==> config.mk <==
export PLATFORM = sky130hd
export DESIGN_NAME = rv_pipe_hazard_ctrl_flat
export DESIGN_NICKNAME = d
export VERILOG_FILES = /design/src/rtl/rv_pipe_pkg.sv /design/src/rtl/rv_pipe_hazard_ctrl_if.sv /design/src/rtl/rv_fwd_match.sv /design/src/rtl/rv_pipe_hazard_ctrl.sv /design/src/flat_wrapper.sv
export SDC_FILE = /design/constraint.sdc
export NUM_CORES = 1
export LEC_CHECK = 0
export BUFFER_PORTS_ARGS = -buffer_cell sky130_fd_sc_hd__buf_2
export CAP_MARGIN = 20
export CELL_PAD_IN_SITES_DETAIL_PLACEMENT = 0
export CELL_PAD_IN_SITES_GLOBAL_PLACEMENT = 1
export CORE_MARGIN = 2
export CORE_UTILIZATION = 42
export CTS_CLUSTER_DIAMETER = 80
export DETAILED_ROUTE_END_ITERATION = 10
export PLACE_DENSITY_LB_ADDON = 0.05
export SYNTH_ARGS = -nofsm -noshare
export SYNTH_HDL_FRONTEND = slang
export SYNTH_SLANG_ARGS = --single-unit
==> constraint.sdc <==
create_clock -name clk -period 4.1 [get_ports clk]
set_input_delay 1.025 -clock clk [delete_from_list [all_inputs] [get_ports clk]]
set_output_delay 1.025 -clock clk [all_outputs]
set_load 0.02 [all_outputs]
==> src/rtl/rv_pipe_pkg.sv <==
// -----------------------------------------------------------------------------
// rv_pipe_pkg
// Shared types for the RV32I pipeline hazard/forwarding controller.
//   reg_addr_t  : architectural register index
//   stage_ent_t : per-stage in-flight record {valid, rd, wb_en, is_load}
//   fwd_sel_t   : forwarding index/code, wide enough for any supported depth
//   fwd_code()  : converts a youngest-match stage index into an EX mux select
// -----------------------------------------------------------------------------
package rv_pipe_pkg;

  localparam int RA_W      = 5;
  localparam int MAX_SEL_W = 8;

  typedef logic [RA_W-1:0]      reg_addr_t;
  typedef logic [MAX_SEL_W-1:0] fwd_sel_t;

  typedef struct packed {
    logic      valid;
    reg_addr_t rd;
    logic      wb_en;
    logic      is_load;
  } stage_ent_t;

  localparam stage_ent_t BUBBLE = '{valid: 1'b0, rd: '0, wb_en: 1'b0, is_load: 1'b0};

  // A producer found at stage k while the consumer sits in ID will be at
  // stage k+1 once the consumer reaches EX, so its select is k+1. The last
  // stage writes the regfile in the same cycle (write-first), hence 0.
  function automatic fwd_sel_t fwd_code(input logic hit, input fwd_sel_t idx,
                                        input int n_stg);
    fwd_sel_t code;
    code = '0;
    if (hit && (int'(idx) < n_stg - 1)) code = idx + fwd_sel_t'(1);
    return code;
  endfunction

endpackage

==> src/rtl/rv_pipe_hazard_ctrl_if.sv <==
// -----------------------------------------------------------------------------
// rv_pipe_hazard_ctrl_if
// Bundle between the pipeline datapath (master) and the hazard controller
// (slave). Signal suffixes are from the controller's point of view.
//   ID side   : id_valid_i, id_rs1_i/id_use_rs1_i, id_rs2_i/id_use_rs2_i,
//               id_rd_i/id_wb_en_i, id_is_load_i
//   control   : br_taken_i, cnt_clr_i
//   results   : stall_o, flush_o, fwd_rs1_o, fwd_rs2_o, stg_valid_o,
//               stall_cnt_o, flush_cnt_o
// -----------------------------------------------------------------------------
interface rv_pipe_hazard_ctrl_if #(
  parameter int N_STG = 3,
  parameter int RA_W  = 5,
  parameter int CNT_W = 32
);
  localparam int SEL_W = $clog2(N_STG);

  logic             id_valid_i;
  logic [RA_W-1:0]  id_rs1_i;
  logic             id_use_rs1_i;
  logic [RA_W-1:0]  id_rs2_i;
  logic             id_use_rs2_i;
  logic [RA_W-1:0]  id_rd_i;
  logic             id_wb_en_i;
  logic             id_is_load_i;
  logic             br_taken_i;
  logic             cnt_clr_i;

  logic             stall_o;
  logic             flush_o;
  logic [SEL_W-1:0] fwd_rs1_o;
  logic [SEL_W-1:0] fwd_rs2_o;
  logic [N_STG-1:0] stg_valid_o;
  logic [CNT_W-1:0] stall_cnt_o;
  logic [CNT_W-1:0] flush_cnt_o;

  modport master (
    output id_valid_i, id_rs1_i, id_use_rs1_i, id_rs2_i, id_use_rs2_i,
           id_rd_i, id_wb_en_i, id_is_load_i, br_taken_i, cnt_clr_i,
    input  stall_o, flush_o, fwd_rs1_o, fwd_rs2_o, stg_valid_o,
           stall_cnt_o, flush_cnt_o
  );

  modport slave (
    input  id_valid_i, id_rs1_i, id_use_rs1_i, id_rs2_i, id_use_rs2_i,
           id_rd_i, id_wb_en_i, id_is_load_i, br_taken_i, cnt_clr_i,
    output stall_o, flush_o, fwd_rs1_o, fwd_rs2_o, stg_valid_o,
           stall_cnt_o, flush_cnt_o
  );

endinterface

==> src/rtl/rv_fwd_match.sv <==
// -----------------------------------------------------------------------------
// rv_fwd_match
// Combinational priority match of one source register against the in-flight
// entry array. The youngest (lowest-index) matching stage wins.
//   ents_i    : entry array, index 0 = EX
//   rs_i      : source register read in ID
//   use_i     : source is actually read
//   hit_o     : some stage will write rs_i
//   idx_o     : stage index of the youngest writer
//   is_load_o : youngest writer is a load
// -----------------------------------------------------------------------------
module rv_fwd_match
  import rv_pipe_pkg::*;
#(
  parameter int N_STG = 3
) (
  input  stage_ent_t [N_STG-1:0] ents_i,
  input  reg_addr_t              rs_i,
  input  logic                   use_i,
  output logic                   hit_o,
  output fwd_sel_t               idx_o,
  output logic                   is_load_o
);

  always_comb begin
    // NOTE: every output gets a default before the loop so no path leaves it
    // unassigned; otherwise synthesis would infer a latch.
    hit_o     = 1'b0;
    idx_o     = '0;
    is_load_o = 1'b0;
    // Scan oldest to youngest so the last (youngest) match overrides.
    for (int k = N_STG - 1; k >= 0; k--) begin
      if (use_i && ents_i[k].valid && ents_i[k].wb_en &&
          (ents_i[k].rd != '0) && (ents_i[k].rd == rs_i)) begin
        hit_o     = 1'b1;
        idx_o     = fwd_sel_t'(k);
        is_load_o = ents_i[k].is_load;
      end
    end
  end

endmodule

==> src/rtl/rv_pipe_hazard_ctrl.sv <==
// -----------------------------------------------------------------------------
// rv_pipe_hazard_ctrl
// Hazard and forwarding controller for an in-order RV32I pipeline with a
// configurable number of post-ID stages.
//   clk   : clock, rising edge
//   rst   : asynchronous reset, active low
//   bus   : slave side of rv_pipe_hazard_ctrl_if (ID fields, branch, counter
//           clear in; stall, flush, forwarding selects, stage valids and
//           performance counters out)
// Parameters: N_STG post-ID stages (0 = EX, N_STG-1 = WB), LOAD_LAT load
// latency in stages, BR_STG branch-resolve stage, RA_W register index width,
// CNT_W counter width.
// -----------------------------------------------------------------------------
module rv_pipe_hazard_ctrl #(
  parameter int N_STG    = 3,
  parameter int LOAD_LAT = 1,
  parameter int BR_STG   = 2,
  parameter int RA_W     = 5,
  parameter int CNT_W    = 32
) (
  input  logic                   clk,
  input  logic                   rst,
  rv_pipe_hazard_ctrl_if.slave   bus
);

  import rv_pipe_pkg::*;

  localparam int SEL_W = $clog2(N_STG);

  stage_ent_t [N_STG-1:0] ent_q, ent_d;
  logic [SEL_W-1:0]       fwd1_q, fwd1_d;
  logic [SEL_W-1:0]       fwd2_q, fwd2_d;
  logic [CNT_W-1:0]       stall_cnt_q, stall_cnt_d;
  logic [CNT_W-1:0]       flush_cnt_q, flush_cnt_d;

  logic       m1_hit, m1_ld, m2_hit, m2_ld;
  fwd_sel_t   m1_idx, m2_idx;
  fwd_sel_t   code1, code2;
  logic       lh1, lh2;
  logic       stall, flush, issue;
  stage_ent_t id_ent;
  logic [N_STG-1:0] stg_valid;

  rv_fwd_match #(.N_STG(N_STG)) u_match_rs1 (
    .ents_i    (ent_q),
    .rs_i      (bus.id_rs1_i),
    .use_i     (bus.id_use_rs1_i),
    .hit_o     (m1_hit),
    .idx_o     (m1_idx),
    .is_load_o (m1_ld)
  );

  rv_fwd_match #(.N_STG(N_STG)) u_match_rs2 (
    .ents_i    (ent_q),
    .rs_i      (bus.id_rs2_i),
    .use_i     (bus.id_use_rs2_i),
    .hit_o     (m2_hit),
    .idx_o     (m2_idx),
    .is_load_o (m2_ld)
  );

  // A load's data is usable from stage LOAD_LAT+1; a consumer issued now
  // would see the load at stage idx+1, so idx < LOAD_LAT is too early.
  assign lh1 = m1_hit & m1_ld & (int'(m1_idx) < LOAD_LAT);
  assign lh2 = m2_hit & m2_ld & (int'(m2_idx) < LOAD_LAT);

  // A taken branch squashes ID anyway, so stalling it would be pointless.
  assign flush = bus.br_taken_i;
  assign stall = bus.id_valid_i & ~bus.br_taken_i & (lh1 | lh2);
  assign issue = bus.id_valid_i & ~stall & ~flush;

  assign id_ent = '{valid:   1'b1,
                    rd:      bus.id_rd_i,
                    wb_en:   bus.id_wb_en_i,
                    is_load: bus.id_is_load_i};

  assign code1 = fwd_code(m1_hit, m1_idx, N_STG);
  assign code2 = fwd_code(m2_hit, m2_idx, N_STG);

  always_comb begin
    ent_d  = ent_q;
    fwd1_d = '0;
    fwd2_d = '0;

    ent_d[0] = issue ? id_ent : BUBBLE;
    for (int k = 1; k < N_STG; k++) begin
      ent_d[k] = (flush && (k < BR_STG)) ? BUBBLE : ent_q[k-1];
    end

    if (issue) begin
      fwd1_d = code1[SEL_W-1:0];
      fwd2_d = code2[SEL_W-1:0];
    end
  end

  always_comb begin
    stall_cnt_d = stall_cnt_q;
    flush_cnt_d = flush_cnt_q;
    if (bus.cnt_clr_i) begin
      stall_cnt_d = '0;
      flush_cnt_d = '0;
    end else begin
      if (stall && !(&stall_cnt_q)) stall_cnt_d = stall_cnt_q + CNT_W'(1);
      if (flush && !(&flush_cnt_q)) flush_cnt_d = flush_cnt_q + CNT_W'(1);
    end
  end

  // NOTE: state registers use non-blocking assignments so every flop samples
  // the pre-edge values; the whole entry array is reset so no stale
  // destination can trigger a stall or forward after reset.
  always_ff @(posedge clk or negedge rst) begin
    if (!rst) begin
      ent_q       <= '0;
      fwd1_q      <= '0;
      fwd2_q      <= '0;
      stall_cnt_q <= '0;
      flush_cnt_q <= '0;
    end else begin
      ent_q       <= ent_d;
      fwd1_q      <= fwd1_d;
      fwd2_q      <= fwd2_d;
      stall_cnt_q <= stall_cnt_d;
      flush_cnt_q <= flush_cnt_d;
    end
  end

  always_comb begin
    stg_valid = '0;
    for (int k = 0; k < N_STG; k++) stg_valid[k] = ent_q[k].valid;
  end

  assign bus.stall_o     = stall;
  assign bus.flush_o     = flush;
  assign bus.fwd_rs1_o   = fwd1_q;
  assign bus.fwd_rs2_o   = fwd2_q;
  assign bus.stg_valid_o = stg_valid;
  assign bus.stall_cnt_o = stall_cnt_q;
  assign bus.flush_cnt_o = flush_cnt_q;

endmodule

==> src/flat_wrapper.sv <==
// flat-port wrapper written by rule: the top's interface ports become plain ports
module rv_pipe_hazard_ctrl_flat import rv_pipe_pkg::*;
#(
  parameter int N_STG    = 3,
  parameter int LOAD_LAT = 1,
  parameter int BR_STG   = 2,
  parameter int RA_W     = 5,
  parameter int CNT_W    = 32
)
  (clk, rst, bus_id_valid_i, bus_id_rs1_i, bus_id_use_rs1_i, bus_id_rs2_i, bus_id_use_rs2_i, bus_id_rd_i, bus_id_wb_en_i, bus_id_is_load_i, bus_br_taken_i, bus_cnt_clr_i, bus_stall_o, bus_flush_o, bus_fwd_rs1_o, bus_fwd_rs2_o, bus_stg_valid_o, bus_stall_cnt_o, bus_flush_cnt_o);
  rv_pipe_hazard_ctrl_if #(.N_STG(N_STG), .RA_W(RA_W), .CNT_W(CNT_W)) bus_i ();
  input  logic clk;
  input  logic rst;
  input wire logic [$bits(bus_i.id_valid_i)-1:0] bus_id_valid_i;
  input wire logic [$bits(bus_i.id_rs1_i)-1:0] bus_id_rs1_i;
  input wire logic [$bits(bus_i.id_use_rs1_i)-1:0] bus_id_use_rs1_i;
  input wire logic [$bits(bus_i.id_rs2_i)-1:0] bus_id_rs2_i;
  input wire logic [$bits(bus_i.id_use_rs2_i)-1:0] bus_id_use_rs2_i;
  input wire logic [$bits(bus_i.id_rd_i)-1:0] bus_id_rd_i;
  input wire logic [$bits(bus_i.id_wb_en_i)-1:0] bus_id_wb_en_i;
  input wire logic [$bits(bus_i.id_is_load_i)-1:0] bus_id_is_load_i;
  input wire logic [$bits(bus_i.br_taken_i)-1:0] bus_br_taken_i;
  input wire logic [$bits(bus_i.cnt_clr_i)-1:0] bus_cnt_clr_i;
  output wire logic [$bits(bus_i.stall_o)-1:0] bus_stall_o;
  output wire logic [$bits(bus_i.flush_o)-1:0] bus_flush_o;
  output wire logic [$bits(bus_i.fwd_rs1_o)-1:0] bus_fwd_rs1_o;
  output wire logic [$bits(bus_i.fwd_rs2_o)-1:0] bus_fwd_rs2_o;
  output wire logic [$bits(bus_i.stg_valid_o)-1:0] bus_stg_valid_o;
  output wire logic [$bits(bus_i.stall_cnt_o)-1:0] bus_stall_cnt_o;
  output wire logic [$bits(bus_i.flush_cnt_o)-1:0] bus_flush_cnt_o;
  assign bus_i.id_valid_i = bus_id_valid_i;
  assign bus_i.id_rs1_i = bus_id_rs1_i;
  assign bus_i.id_use_rs1_i = bus_id_use_rs1_i;
  assign bus_i.id_rs2_i = bus_id_rs2_i;
  assign bus_i.id_use_rs2_i = bus_id_use_rs2_i;
  assign bus_i.id_rd_i = bus_id_rd_i;
  assign bus_i.id_wb_en_i = bus_id_wb_en_i;
  assign bus_i.id_is_load_i = bus_id_is_load_i;
  assign bus_i.br_taken_i = bus_br_taken_i;
  assign bus_i.cnt_clr_i = bus_cnt_clr_i;
  assign bus_stall_o = bus_i.stall_o;
  assign bus_flush_o = bus_i.flush_o;
  assign bus_fwd_rs1_o = bus_i.fwd_rs1_o;
  assign bus_fwd_rs2_o = bus_i.fwd_rs2_o;
  assign bus_stg_valid_o = bus_i.stg_valid_o;
  assign bus_stall_cnt_o = bus_i.stall_cnt_o;
  assign bus_flush_cnt_o = bus_i.flush_cnt_o;
  rv_pipe_hazard_ctrl #(.N_STG(N_STG), .LOAD_LAT(LOAD_LAT), .BR_STG(BR_STG), .RA_W(RA_W), .CNT_W(CNT_W)) u_core (.clk(clk), .rst(rst), .bus(bus_i));
endmodule
==> flow_metrics.env <==
export IMPL_dpl_cell_area_sq_um=5529
export IMPL_status="complete, no violations"
export IMPL_totalWireLength_um=12200
export IMPL_hold_violations=0
export IMPL_post_cts_buffers=0
export IMPL_slew_headroom_pct=43.74
export IMPL_synth_cell_types=44
export IMPL_overflow=0
export IMPL_post_route_period_util_pct=97.08
export IMPL_path_max_fanout=3
export IMPL_grt_pass1_wl_um=20690
export IMPL_hold_path_class="reg2reg"
export IMPL_fmax_ghz=0.2512
export IMPL_syn_area_sq_um=4812
export IMPL_start_kind="input port"
export IMPL_cts_tree="done"
export IMPL_cts_root_buf="clkbuf_16"
export IMPL_worst_slew_pin_slew_ns=0.8367
export IMPL_place_congestion=0.8270
export IMPL_drtPass1Iterations=4
export IMPL_async_reset_ff_share_pct=100.0
export IMPL_path_class="in2out"
export IMPL_io_buffer_count=96
export IMPL_ys_flop_type="dfrtp_1"
export IMPL_rows=39
export IMPL_drtIter0Drc=215
export IMPL_start_util_pct=42.51
export IMPL_drive_gt1_share_pct=23.41
export IMPL_antenna_cells=0
export IMPL_path_clk_slew_ns=0.06
export IMPL_p_leak_nw=2.654
export IMPL_ys_seq_area_share_pct=47.84
export IMPL_slowest_delay_ns=0.54
export IMPL_finClkSkew_ns=0.009600
export IMPL_grt_util_all_layers_pct=20.78
export IMPL_dp_hpwl_um=8679
export IMPL_die_x_um=111.0
export IMPL_synth_edff_count=0
export IMPL_worstSkewPairLatency_ns=0.35
export IMPL_cts_sinks=92
export IMPL_antenna_found_initial=0
export IMPL_slowest_stage="or4_4"
export IMPL_path_buf_inv=2
export IMPL_syn2layout_area_growth_pct=22.44
export IMPL_synth_net_count=533
export IMPL_die_h_um=111.0
export IMPL_vias=4115
export IMPL_ys_warn_count=0
export IMPL_critPathTopFamily="simple AND/OR/NAND/NOR gates"
export IMPL_rsz0062_at_grt="false"
export IMPL_maxCapViolCount=0
export IMPL_drc=0
export IMPL_die_area_sq_um=12330
export IMPL_synth_avg_cell_area_sq_um=9.529
export IMPL_p_per_area_nw_per_um2=316.6
export IMPL_cts_buffers=9
export IMPL_drtAntennaViolNets=0
export IMPL_grt_pass1_vias=4067
export IMPL_nNetsFinal=640
export IMPL_required_ns=3.07
export IMPL_ir_worst_vdd_mv=0.1918
export IMPL_htreeDepth=3
export IMPL_io_pins=97
export IMPL_core_area_sq_um=11320
export IMPL_wl_per_cell_um=16.10
export IMPL_vias_per_cell=5.429
export IMPL_synth_seq_cells=92
export IMPL_maxSlewViolCount=0
export IMPL_setup_slack_ns=0.1197
export IMPL_fin_crit_ns=3.980
export IMPL_final_area_sq_um=5892
export IMPL_grt_max_degree=46
export IMPL_synthesis_instances=505
export IMPL_n_fill_cell=1066
export IMPL_hold_buffers=0
export IMPL_path_cells="buf_2, xor2_1, nor4_2, nand3_1, or4_4, ha_4, o41ai_2, a31oi_1, a21oi_2, nor2b_2, buf_6"
export IMPL_finalSetupViolCount=0
export IMPL_clockBufferDepth=2
export IMPL_post_place_ws_ns=-0.04305
export IMPL_cp_end_kind="output pin"
export IMPL_crit_arrival_ns=2.96
-- cells in the mapped netlist, drive strengths merged (12+ instances only) --
cell type | instances | share of area (%)
dfrtp | 92 | 48
nor2 | 57 | 4.4
xnor2 | 44 | 8.0
nand2 | 36 | 2.8
nand4 | 28 | 3.6
a21oi | 24 | 2.6
xor2 | 23 | 4.2
nand3 | 20 | 2.1
o21ai | 20 | 2.1
and3 | 16 | 2.1
or3 | 16 | 2.1
clkbuf | 15 | 1.2
nor4 | 14 | 1.8
nor2b | 13 | 1.7
inv | 12 | 0.94
nor3 | 12 | 1.2
-- state kept, by name, summed over array words and instances (netlist names) --
| name | cells |
|---|---|
| u_core.bus.stall_cnt_o | 32 |
| u_core.ent_d | 7 |
| u_core.bus.fwd_rs2_o | 2 |
| u_core.bus.fwd_rs1_o | 2 |
| u_core.ent_q | 14 |
| u_core.bus.flush_cnt_o | 32 |
| u_core.bus.stg_valid_o | 3 |
-- cell families after synthesis --
family / after synthesis / share of synthesized area, %
multiplexers: 2 / 0.4420
adder cells (fa/ha/maj): 4 / 1.040
buffers and inverters: 31 / 2.756
AO/OA/AOI/OAI: 64 / 8.242
XOR/XNOR: 67 / 12.19
AND/OR/NAND/NOR: 245 / 27.48
flip-flops: 92 / 47.84
-- layer usage --
metal	GRT usage (%)	part of all wire [%]
met1	28.22	47
met2	33.50	47
met3	4.702	5.3
met4	6.173	1.2
met5	0	0
-- placed cells by master, fill, tap and decap left out, drive strengths merged, types with 14 or more instances in the layout --
cell   count
a21oi     24
xor2      23
nor2      57
and3      16
buf      115
nand3     20
nand4     28
xnor2     44
or3       16
dfrtp     92
nor4      14
o21ai     20
nand2     36
-- path summary, 6_finish.rpt --
check / endpoint / from / slack, ns / depth (start not counted)
max: bus_stall_o / bus_id_rs1_i[1] / 0.12 / 11
min: u_core.ent_q[17] / u_core.ent_d[17] / 0.45 / 0
max reg2reg: u_core.bus.stall_cnt_o[9] / u_core.ent_d[19] / 0.56 / 13
min reg2reg: u_core.ent_q[17] / u_core.ent_d[17] / 0.45 / 0
max in group asynchronous: u_core.bus.stall_cnt_o[10] / rst / 2.64 / 2
min in group asynchronous: u_core.ent_q[16] / rst / 0.66 / 1
-- where the power goes --
part	leakage, nW	internal [W]	switching [W]
logic	1.24	0.0000426	0.0000723
registers	1.27	0.000918	0.0000132
clock network	0.145	0.000498	0.000322
total	2.65	0.00146	0.000408
-- final cells by class --
cell class / instances / area (sq um) / share of cell area [%]
Inverter: 12 / 45.04 / 0.7645
Sequential cell: 92 / 2303 / 39.10
Clock inverter: 2 / 35.03 / 0.5946
Clock buffer: 12 / 256.5 / 4.353
Timing Repair Buffer: 115 / 638.1 / 10.83
Tap cell: 143 / 178.9 / 3.037
Multi-Input combinational cell: 382 / 2435 / 41.33
-- through the flow --
| step | utilization (%) | hold WS, ns | cells | total power (W) | TNS (ns) |
|---|---|---|---|---|---|
| final | 52.04 | 0.4459 | 758 | 0.001866 | 0 |
| after global routing | 52.04 | 0.4593 | 758 | 0.001939 | 0 |
| after CTS | 51.47 | 0.4491 | 758 | 0.001890 | 0 |
| after detailed placement | 48.84 | 0.4428 | 744 | 0.001060 | -0.1651 |
| after global placement | 48.84 | 0.4276 | 744 | 0.001059 | 0 |
| after floorplan | - | 0.3739 | 505 | 0.001001 | 0 |
-- repair_timing --
action,in CTS,in global routing
endpoints found under the setup margin,1,2
pin swaps,0,4
resized for setup,1,15
No activity file was read; power rests on OpenSTA's default activity.
